`config.mk`:
```
export PLATFORM = sky130hd
export DESIGN_NAME = vga_sync_driver_flat
export DESIGN_NICKNAME = d
export VERILOG_FILES = /design/src/rtl/vga_timing_pkg.sv /design/src/rtl/vga_sync_driver_if.sv /design/src/rtl/vga_axis_counter.sv /design/src/rtl/vga_sync_driver.sv /design/src/flat_wrapper.sv
export SDC_FILE = /design/constraint.sdc
export NUM_CORES = 1
export LEC_CHECK = 0
export CORE_UTILIZATION = 52
export CTS_CLUSTER_DIAMETER = 100
export DETAILED_ROUTE_END_ITERATION = 10
export PLACE_DENSITY = 0.85
export SLEW_MARGIN = 25
export SYNTH_ARGS = -nofsm -noshare
export SYNTH_HDL_FRONTEND = slang
export SYNTH_HIERARCHICAL = 1
export SYNTH_SLANG_ARGS = --single-unit
```
`constraint.sdc`:
```
create_clock -name CLK -period 4.7 [get_ports CLK]
set_clock_uncertainty 0.1 [all_clocks]
set_input_delay 0.94 -clock CLK [delete_from_list [all_inputs] [get_ports CLK]]
set_output_delay 0.94 -clock CLK [all_outputs]
set_load 0.05 [all_outputs]
```
`src/rtl/vga_timing_pkg.sv`:
```
// 640x480@60 raster timing defaults and shared widths for the VGA sync driver.
// Pure definitions, no logic, no latency.
// No flow control; consumers pick these up as parameter defaults.
package vga_timing_pkg;

  localparam int H_VISIBLE = 640;
  localparam int H_FRONT   = 16;
  localparam int H_SYNC    = 96;
  localparam int H_BACK    = 48;
  localparam int H_TOTAL   = H_VISIBLE + H_FRONT + H_SYNC + H_BACK;

  localparam int V_VISIBLE = 480;
  localparam int V_FRONT   = 10;
  localparam int V_SYNC    = 2;
  localparam int V_BACK    = 33;
  localparam int V_TOTAL   = V_VISIBLE + V_FRONT + V_SYNC + V_BACK;

  localparam int CNT_W     = 10;
  localparam int ADDRH_W   = 10;
  localparam int ADDRV_W   = 9;
  localparam int COLOUR_W  = 8;

  localparam logic [COLOUR_W-1:0] BLACK = 8'h00;

  function automatic logic in_window(input logic [CNT_W-1:0] cnt,
                                     input logic [CNT_W-1:0] lo,
                                     input logic [CNT_W-1:0] hi);
    return (cnt >= lo) && (cnt < hi);
  endfunction

endpackage

```
`src/rtl/vga_sync_driver_if.sv`:
```
// Pixel-address / colour bundle between the sync driver and its producer and VGA pins.
// Wires only, no latency.
// No backpressure: the producer must follow the address within one pixel.
interface vga_sync_driver_if;
  import vga_timing_pkg::*;

  logic [COLOUR_W-1:0] COLOUR_IN;
  logic [ADDRH_W-1:0]  ADDRH;
  logic [ADDRV_W-1:0]  ADDRV;
  logic                PIX_EN;
  logic                REFRESH;
  logic [COLOUR_W-1:0] COLOUR_OUT;
  logic                HS;
  logic                VS;

  modport master (
    input  COLOUR_IN,
    output ADDRH, ADDRV, PIX_EN, REFRESH, COLOUR_OUT, HS, VS
  );

  modport slave (
    output COLOUR_IN,
    input  ADDRH, ADDRV, PIX_EN, REFRESH, COLOUR_OUT, HS, VS
  );

endinterface

```
`src/rtl/vga_axis_counter.sv`:
```
// Wrapping 0..TOTAL-1 raster axis counter; wrap flags the terminal count.
// Count updates on the CLK where en is high; wrap is combinational.
// No backpressure; en is the only throttle.
module vga_axis_counter
  import vga_timing_pkg::*;
#(
  parameter int TOTAL = H_TOTAL
) (
  input  logic             CLK,
  input  logic             RST_N,
  input  logic             en,
  output logic [CNT_W-1:0] count,
  output logic             wrap
);

  assign wrap = (count == CNT_W'(TOTAL - 1));

  always_ff @(posedge CLK or negedge RST_N) begin
    if (!RST_N) begin
      count <= '0;
    end else if (en) begin
      count <= wrap ? '0 : count + CNT_W'(1);
    end
  end

endmodule

```
`src/rtl/vga_sync_driver.sv`:
```
// VGA raster generator: pixel-enable divider, h/v counters, address publish, colour/sync out.
// Address registered on PIX_EN; colour and syncs reach the pins exactly one pixel later.
// No backpressure: producer colour is sampled blindly on the next PIX_EN.
module vga_sync_driver
  import vga_timing_pkg::*;
#(
  parameter int CLK_DIV   = 2,
  parameter int H_VIS     = H_VISIBLE,
  parameter int H_FP      = H_FRONT,
  parameter int H_SW      = H_SYNC,
  parameter int H_BP      = H_BACK,
  parameter int V_VIS     = V_VISIBLE,
  parameter int V_FP      = V_FRONT,
  parameter int V_SW      = V_SYNC,
  parameter int V_BP      = V_BACK,
  parameter bit SYNC_POL  = 1'b0
) (
  input  logic             CLK,
  input  logic             RST_N,
  vga_sync_driver_if.master vga
);

  localparam int DIV_W = (CLK_DIV > 1) ? $clog2(CLK_DIV) : 1;
  localparam int H_TOT = H_VIS + H_FP + H_SW + H_BP;
  localparam int V_TOT = V_VIS + V_FP + V_SW + V_BP;

  localparam logic [CNT_W-1:0] H_VIS_C  = CNT_W'(H_VIS);
  localparam logic [CNT_W-1:0] H_SYN_LO = CNT_W'(H_VIS + H_FP);
  localparam logic [CNT_W-1:0] H_SYN_HI = CNT_W'(H_VIS + H_FP + H_SW);
  localparam logic [CNT_W-1:0] V_VIS_C  = CNT_W'(V_VIS);
  localparam logic [CNT_W-1:0] V_SYN_LO = CNT_W'(V_VIS + V_FP);
  localparam logic [CNT_W-1:0] V_SYN_HI = CNT_W'(V_VIS + V_FP + V_SW);
  localparam logic [CNT_W-1:0] V_LAST_VIS = CNT_W'(V_VIS - 1);

  logic [DIV_W-1:0] div_cnt;
  logic             pix_en;
  logic [CNT_W-1:0] h_cnt;
  logic [CNT_W-1:0] v_cnt;
  logic             h_wrap;
  logic             v_wrap_unused;

  logic             visible;
  logic             hs_act;
  logic             vs_act;

  logic [ADDRH_W-1:0]  addrh_q;
  logic [ADDRV_W-1:0]  addrv_q;
  logic                vis_d;
  logic                hs_d;
  logic                vs_d;
  logic [COLOUR_W-1:0] colour_q;
  logic                hs_q;
  logic                vs_q;
  logic                refresh_q;

  // Registered pulse so the first PIX_EN lands CLK_DIV cycles after reset release.
  always_ff @(posedge CLK or negedge RST_N) begin
    if (!RST_N) begin
      div_cnt <= '0;
      pix_en  <= 1'b0;
    end else if (div_cnt == DIV_W'(CLK_DIV - 1)) begin
      div_cnt <= '0;
      pix_en  <= 1'b1;
    end else begin
      div_cnt <= div_cnt + DIV_W'(1);
      pix_en  <= 1'b0;
    end
  end

  vga_axis_counter #(.TOTAL(H_TOT)) u_h_cnt (
    .CLK   (CLK),
    .RST_N (RST_N),
    .en    (pix_en),
    .count (h_cnt),
    .wrap  (h_wrap)
  );

  vga_axis_counter #(.TOTAL(V_TOT)) u_v_cnt (
    .CLK   (CLK),
    .RST_N (RST_N),
    .en    (pix_en & h_wrap),
    .count (v_cnt),
    .wrap  (v_wrap_unused)
  );

  assign visible = (h_cnt < H_VIS_C) && (v_cnt < V_VIS_C);
  assign hs_act  = in_window(h_cnt, H_SYN_LO, H_SYN_HI);
  assign vs_act  = in_window(v_cnt, V_SYN_LO, V_SYN_HI);

  // Stage 1 publishes the address; stage 2 pairs it with the producer's colour.
  always_ff @(posedge CLK or negedge RST_N) begin
    if (!RST_N) begin
      addrh_q   <= '0;
      addrv_q   <= '0;
      vis_d     <= 1'b0;
      hs_d      <= ~SYNC_POL;
      vs_d      <= ~SYNC_POL;
      colour_q  <= BLACK;
      hs_q      <= ~SYNC_POL;
      vs_q      <= ~SYNC_POL;
      refresh_q <= 1'b0;
    end else begin
      refresh_q <= pix_en && h_wrap && (v_cnt == V_LAST_VIS);
      if (pix_en) begin
        addrh_q  <= visible ? h_cnt : '0;
        addrv_q  <= visible ? v_cnt[ADDRV_W-1:0] : '0;
        vis_d    <= visible;
        hs_d     <= hs_act ? SYNC_POL : ~SYNC_POL;
        vs_d     <= vs_act ? SYNC_POL : ~SYNC_POL;
        colour_q <= vis_d ? vga.COLOUR_IN : BLACK;
        hs_q     <= hs_d;
        vs_q     <= vs_d;
      end
    end
  end

  assign vga.ADDRH      = addrh_q;
  assign vga.ADDRV      = addrv_q;
  assign vga.PIX_EN     = pix_en;
  assign vga.REFRESH    = refresh_q;
  assign vga.COLOUR_OUT = colour_q;
  assign vga.HS         = hs_q;
  assign vga.VS         = vs_q;

endmodule

```
`src/flat_wrapper.sv`:
```
// flat-port wrapper written by rule: the top's interface ports become plain ports
module vga_sync_driver_flat import vga_timing_pkg::*;
#(
  parameter int CLK_DIV   = 2,
  parameter int H_VIS     = H_VISIBLE,
  parameter int H_FP      = H_FRONT,
  parameter int H_SW      = H_SYNC,
  parameter int H_BP      = H_BACK,
  parameter int V_VIS     = V_VISIBLE,
  parameter int V_FP      = V_FRONT,
  parameter int V_SW      = V_SYNC,
  parameter int V_BP      = V_BACK,
  parameter bit SYNC_POL  = 1'b0
)
  (CLK, RST_N, vga_COLOUR_IN, vga_ADDRH, vga_ADDRV, vga_PIX_EN, vga_REFRESH, vga_COLOUR_OUT, vga_HS, vga_VS);
  vga_sync_driver_if vga_i ();
  input  logic CLK;
  input  logic RST_N;
  input wire logic [$bits(vga_i.COLOUR_IN)-1:0] vga_COLOUR_IN;
  output wire logic [$bits(vga_i.ADDRH)-1:0] vga_ADDRH;
  output wire logic [$bits(vga_i.ADDRV)-1:0] vga_ADDRV;
  output wire logic [$bits(vga_i.PIX_EN)-1:0] vga_PIX_EN;
  output wire logic [$bits(vga_i.REFRESH)-1:0] vga_REFRESH;
  output wire logic [$bits(vga_i.COLOUR_OUT)-1:0] vga_COLOUR_OUT;
  output wire logic [$bits(vga_i.HS)-1:0] vga_HS;
  output wire logic [$bits(vga_i.VS)-1:0] vga_VS;
  assign vga_i.COLOUR_IN = vga_COLOUR_IN;
  assign vga_ADDRH = vga_i.ADDRH;
  assign vga_ADDRV = vga_i.ADDRV;
  assign vga_PIX_EN = vga_i.PIX_EN;
  assign vga_REFRESH = vga_i.REFRESH;
  assign vga_COLOUR_OUT = vga_i.COLOUR_OUT;
  assign vga_HS = vga_i.HS;
  assign vga_VS = vga_i.VS;
  vga_sync_driver #(.CLK_DIV(CLK_DIV), .H_VIS(H_VIS), .H_FP(H_FP), .H_SW(H_SW), .H_BP(H_BP), .V_VIS(V_VIS), .V_FP(V_FP), .V_SW(V_SW), .V_BP(V_BP), .SYNC_POL(SYNC_POL)) u_core (.CLK(CLK), .RST_N(RST_N), .vga(vga_i));
endmodule
```
==> impl_metrics.tcl <==
set metrics [dict create \
    status "finished with violations" \
    violations "DRC" \
    slowest_stage "clkdlybuf4s50_1" \
    cts_tree "built" \
    async_reset_ff_share_pct 100 \
    firstDrtPassIters 8 \
    worstMarginPinSlew_ns 0.918 \
    cts_root_buf "clkbuf_8" \
    die_h_um 71.3 \
    grt_pass1_wl_um 8190 \
    syn_area_per_cell_um2 11.2 \
    ys_seq_area_share_pct 55.4 \
    leakagePower_nw 1.25 \
    crit_buf_inv 2 \
    setup_ws_ns 1.86 \
    via_per_inst 5.80 \
    rsz0062_at_grt "false" \
    power_density_nw_per_um2 260 \
    cts_resized 0 \
    max_stage_delay_ns 0.86 \
    worstPathArrival_ns 1.80 \
    yosysUniqueCellTypes 51 \
    drc_errors 5 \
    crit_chain "buf_4 -> clkdlybuf4s50_1" \
    start_util_pct 55.8 \
    synth_edf_count 0 \
    crit_type "reg -> out" \
    io_buffers 40 \
    ir_worst_vdd_mv 0.213 \
    antenna_found_initial 0 \
    drive_gt1_share_pct 14.1 \
    grt_pass1_vias 1748 \
    pin_count 41 \
    syn_inst 222 \
    syn-num-nets 235 \
    cp_num_cells 2 \
    area_delta_synth_final_pct 21.0 \
    drv_cap 0 \
    period_minus_slack_ns 2.84 \
    min_period_over_period_pct 60.3 \
    ys_ff_latch 55 \
    placed_cell_area_um2 2920 \
    routed_wl_um 5050 \
    hold-path-cell-count 0 \
    post-place-ws_ns 2.04 \
    h-tree-depth 2 \
    wl_per_cell_um 16.0 \
    clk_pin_slew_ns 0.09 \
    cts_buffers 5 \
    vias 1827 \
    finalInstanceArea_um2 3020 \
    synthFlopType "dfrtp_1" \
    cts_sinks 55 \
    ys_warn_count 6 \
    clk_latency_ns 0.31 \
    fmax_mhz 353 \
    drv_slew 0 \
    totalNegativeSetupSlack_ns 0 \
    hp-class "reg -> reg" \
    nets 275 \
    grt_start_max_net_pins 36 \
    diodes 0 \
    place_hpwl_um 3360 \
    place.gp.congestion 0.811 \
    die_w_um 71.3 \
    final_common_cell "dfrtp_1" \
    postCtsSetupBuffers 0 \
    hold_viol 0 \
    path_max_fanout 34 \
    final_cell_mix "51 x dfrtp_1, 39 x clkdlybuf4s50_1, 19 x inv_1" \
    dieArea_um2 5080 \
    setup-violations-final 0 \
    relSlewSlack_pct 38.8 \
    rows 24 \
    critical_path_required_ns 3.66 \
    postCtsHoldBufs 0 \
    drt_iter0_markers 118 \
    clockBufferDepth 2 \
    startpoint_type "flop" \
    cp_top_family "buffers and inverters" \
    r2r_cells 6 \
    globalRoute.totalOverflow 0 \
    fp.coreArea_um2 4470 \
    syn_area_um2 2490 \
    ant_nets 0 \
    cp-end-kind "output pin" \
    grt_usage_pct 20.8 \
]
[sequential cells by signal (all words and copies together), names as in the netlist]
| name | cells |
|---|---|
| u_core/vga.ADDRH | 10 |
| u_core/div_cnt | 1 |
| u_core/vga.PIX_EN | 1 |
| u_core/vis_d | 1 |
| u_core/vga.REFRESH | 1 |
| u_core/u_h_cnt/count | 10 |
| u_core/vga.ADDRV | 9 |
| u_core/vga.COLOUR_OUT | 8 |
| u_core/vga.VS | 1 |
| u_core/vs_d | 1 |
| u_core/vga.HS | 1 |
| u_core/u_v_cnt/count | 10 |
| u_core/hs_d | 1 |
[synth_stat cells, types with 5 or more instances]
library cell / number / share of area, %
a22o_2: 9 / 3.6
nand3_1: 18 / 3.6
dfrtp_1: 51 / 51
nand4_1: 5 / 1.3
inv_1: 19 / 2.9
nand2b_1: 6 / 1.5
o21ai_0: 15 / 3.0
nand2_1: 14 / 2.1
xor2_1: 6 / 2.1
[metal layers]
metal / track usage, % / vias up / part of all wire, %
met2: 32.2 / 64 / 45
met4: 8.44 / 0 / 1.6
met3: 4.92 / 8 / 6.1
li1: - / 888 / -
met5: 0 / - / 0
met1: 28.5 / 867 / 47
[power by group]
group | switching, mW | internal [mW] | total [mW]
logic | 0.0254 | 0.0135 | 0.0389
clock network | 0.148 | 0.121 | 0.269
registers | 0.00169 | 0.476 | 0.478
[layout make-up]
cell class              instances  area, µm²
clock buffers                   7       86.3
flip-flops and latches         55       1380
repair buffers                 42        410
inverters                      19       71.3
well taps                      52       65.1
multi-input cells             139        996
clock inverters                 1       8.76
fillers                       351       1460
[worst paths after layout]
path | from | to | slack, ns
max | u_core/vga.PIX_EN$_DFF_PN0_ | vga_PIX_EN | 1.86
min | u_core/div_cnt$_DFF_PN0_ | u_core/vga.PIX_EN$_DFF_PN0_ | 0.29
max reg2reg | u_core/u_h_cnt/count[5]$_DFFE_PN0P_ | u_core/u_v_cnt/count[9]$_DFFE_PN0P_ | 2.00
min reg2reg | u_core/div_cnt$_DFF_PN0_ | u_core/vga.PIX_EN$_DFF_PN0_ | 0.29
max in group asynchronous | RST_N | u_core/vs_d$_DFFE_PN1P_ | 3.22
min in group asynchronous | RST_N | u_core/vga.COLOUR_OUT[6]$_DFFE_PN0P_ | 0.46
[logic make-up (layout without fill, tap and decap cells)]
logic type | Yosys count | after routing | share of synthesized area [%]
flops | 55 | 55 | 55.4
mux | 4 | 4 | 1.76
simple gates | 72 | 72 | 17.4
xor+xnor | 9 | 9 | 3.16
compound gates | 51 | 51 | 16.1
buf+inv | 28 | 69 | 4.71
fa+ha+maj | 3 | 3 | 1.50
[metrics by stage]
stage | util, % | total power [mW] | std cells | hold slack, ns
CTS | 67.5 | 0.793 | 315 | 0.286
floorplan | - | 0.502 | 222 | 0.254
finish | 67.5 | 0.786 | 315 | 0.286
global route | 67.5 | 0.816 | 315 | 0.315
detailed placement | 65.4 | 0.527 | 307 | 0.263
global placement | 65.4 | 0.527 | 307 | 0.262
(Power assumes the default switching activity.)
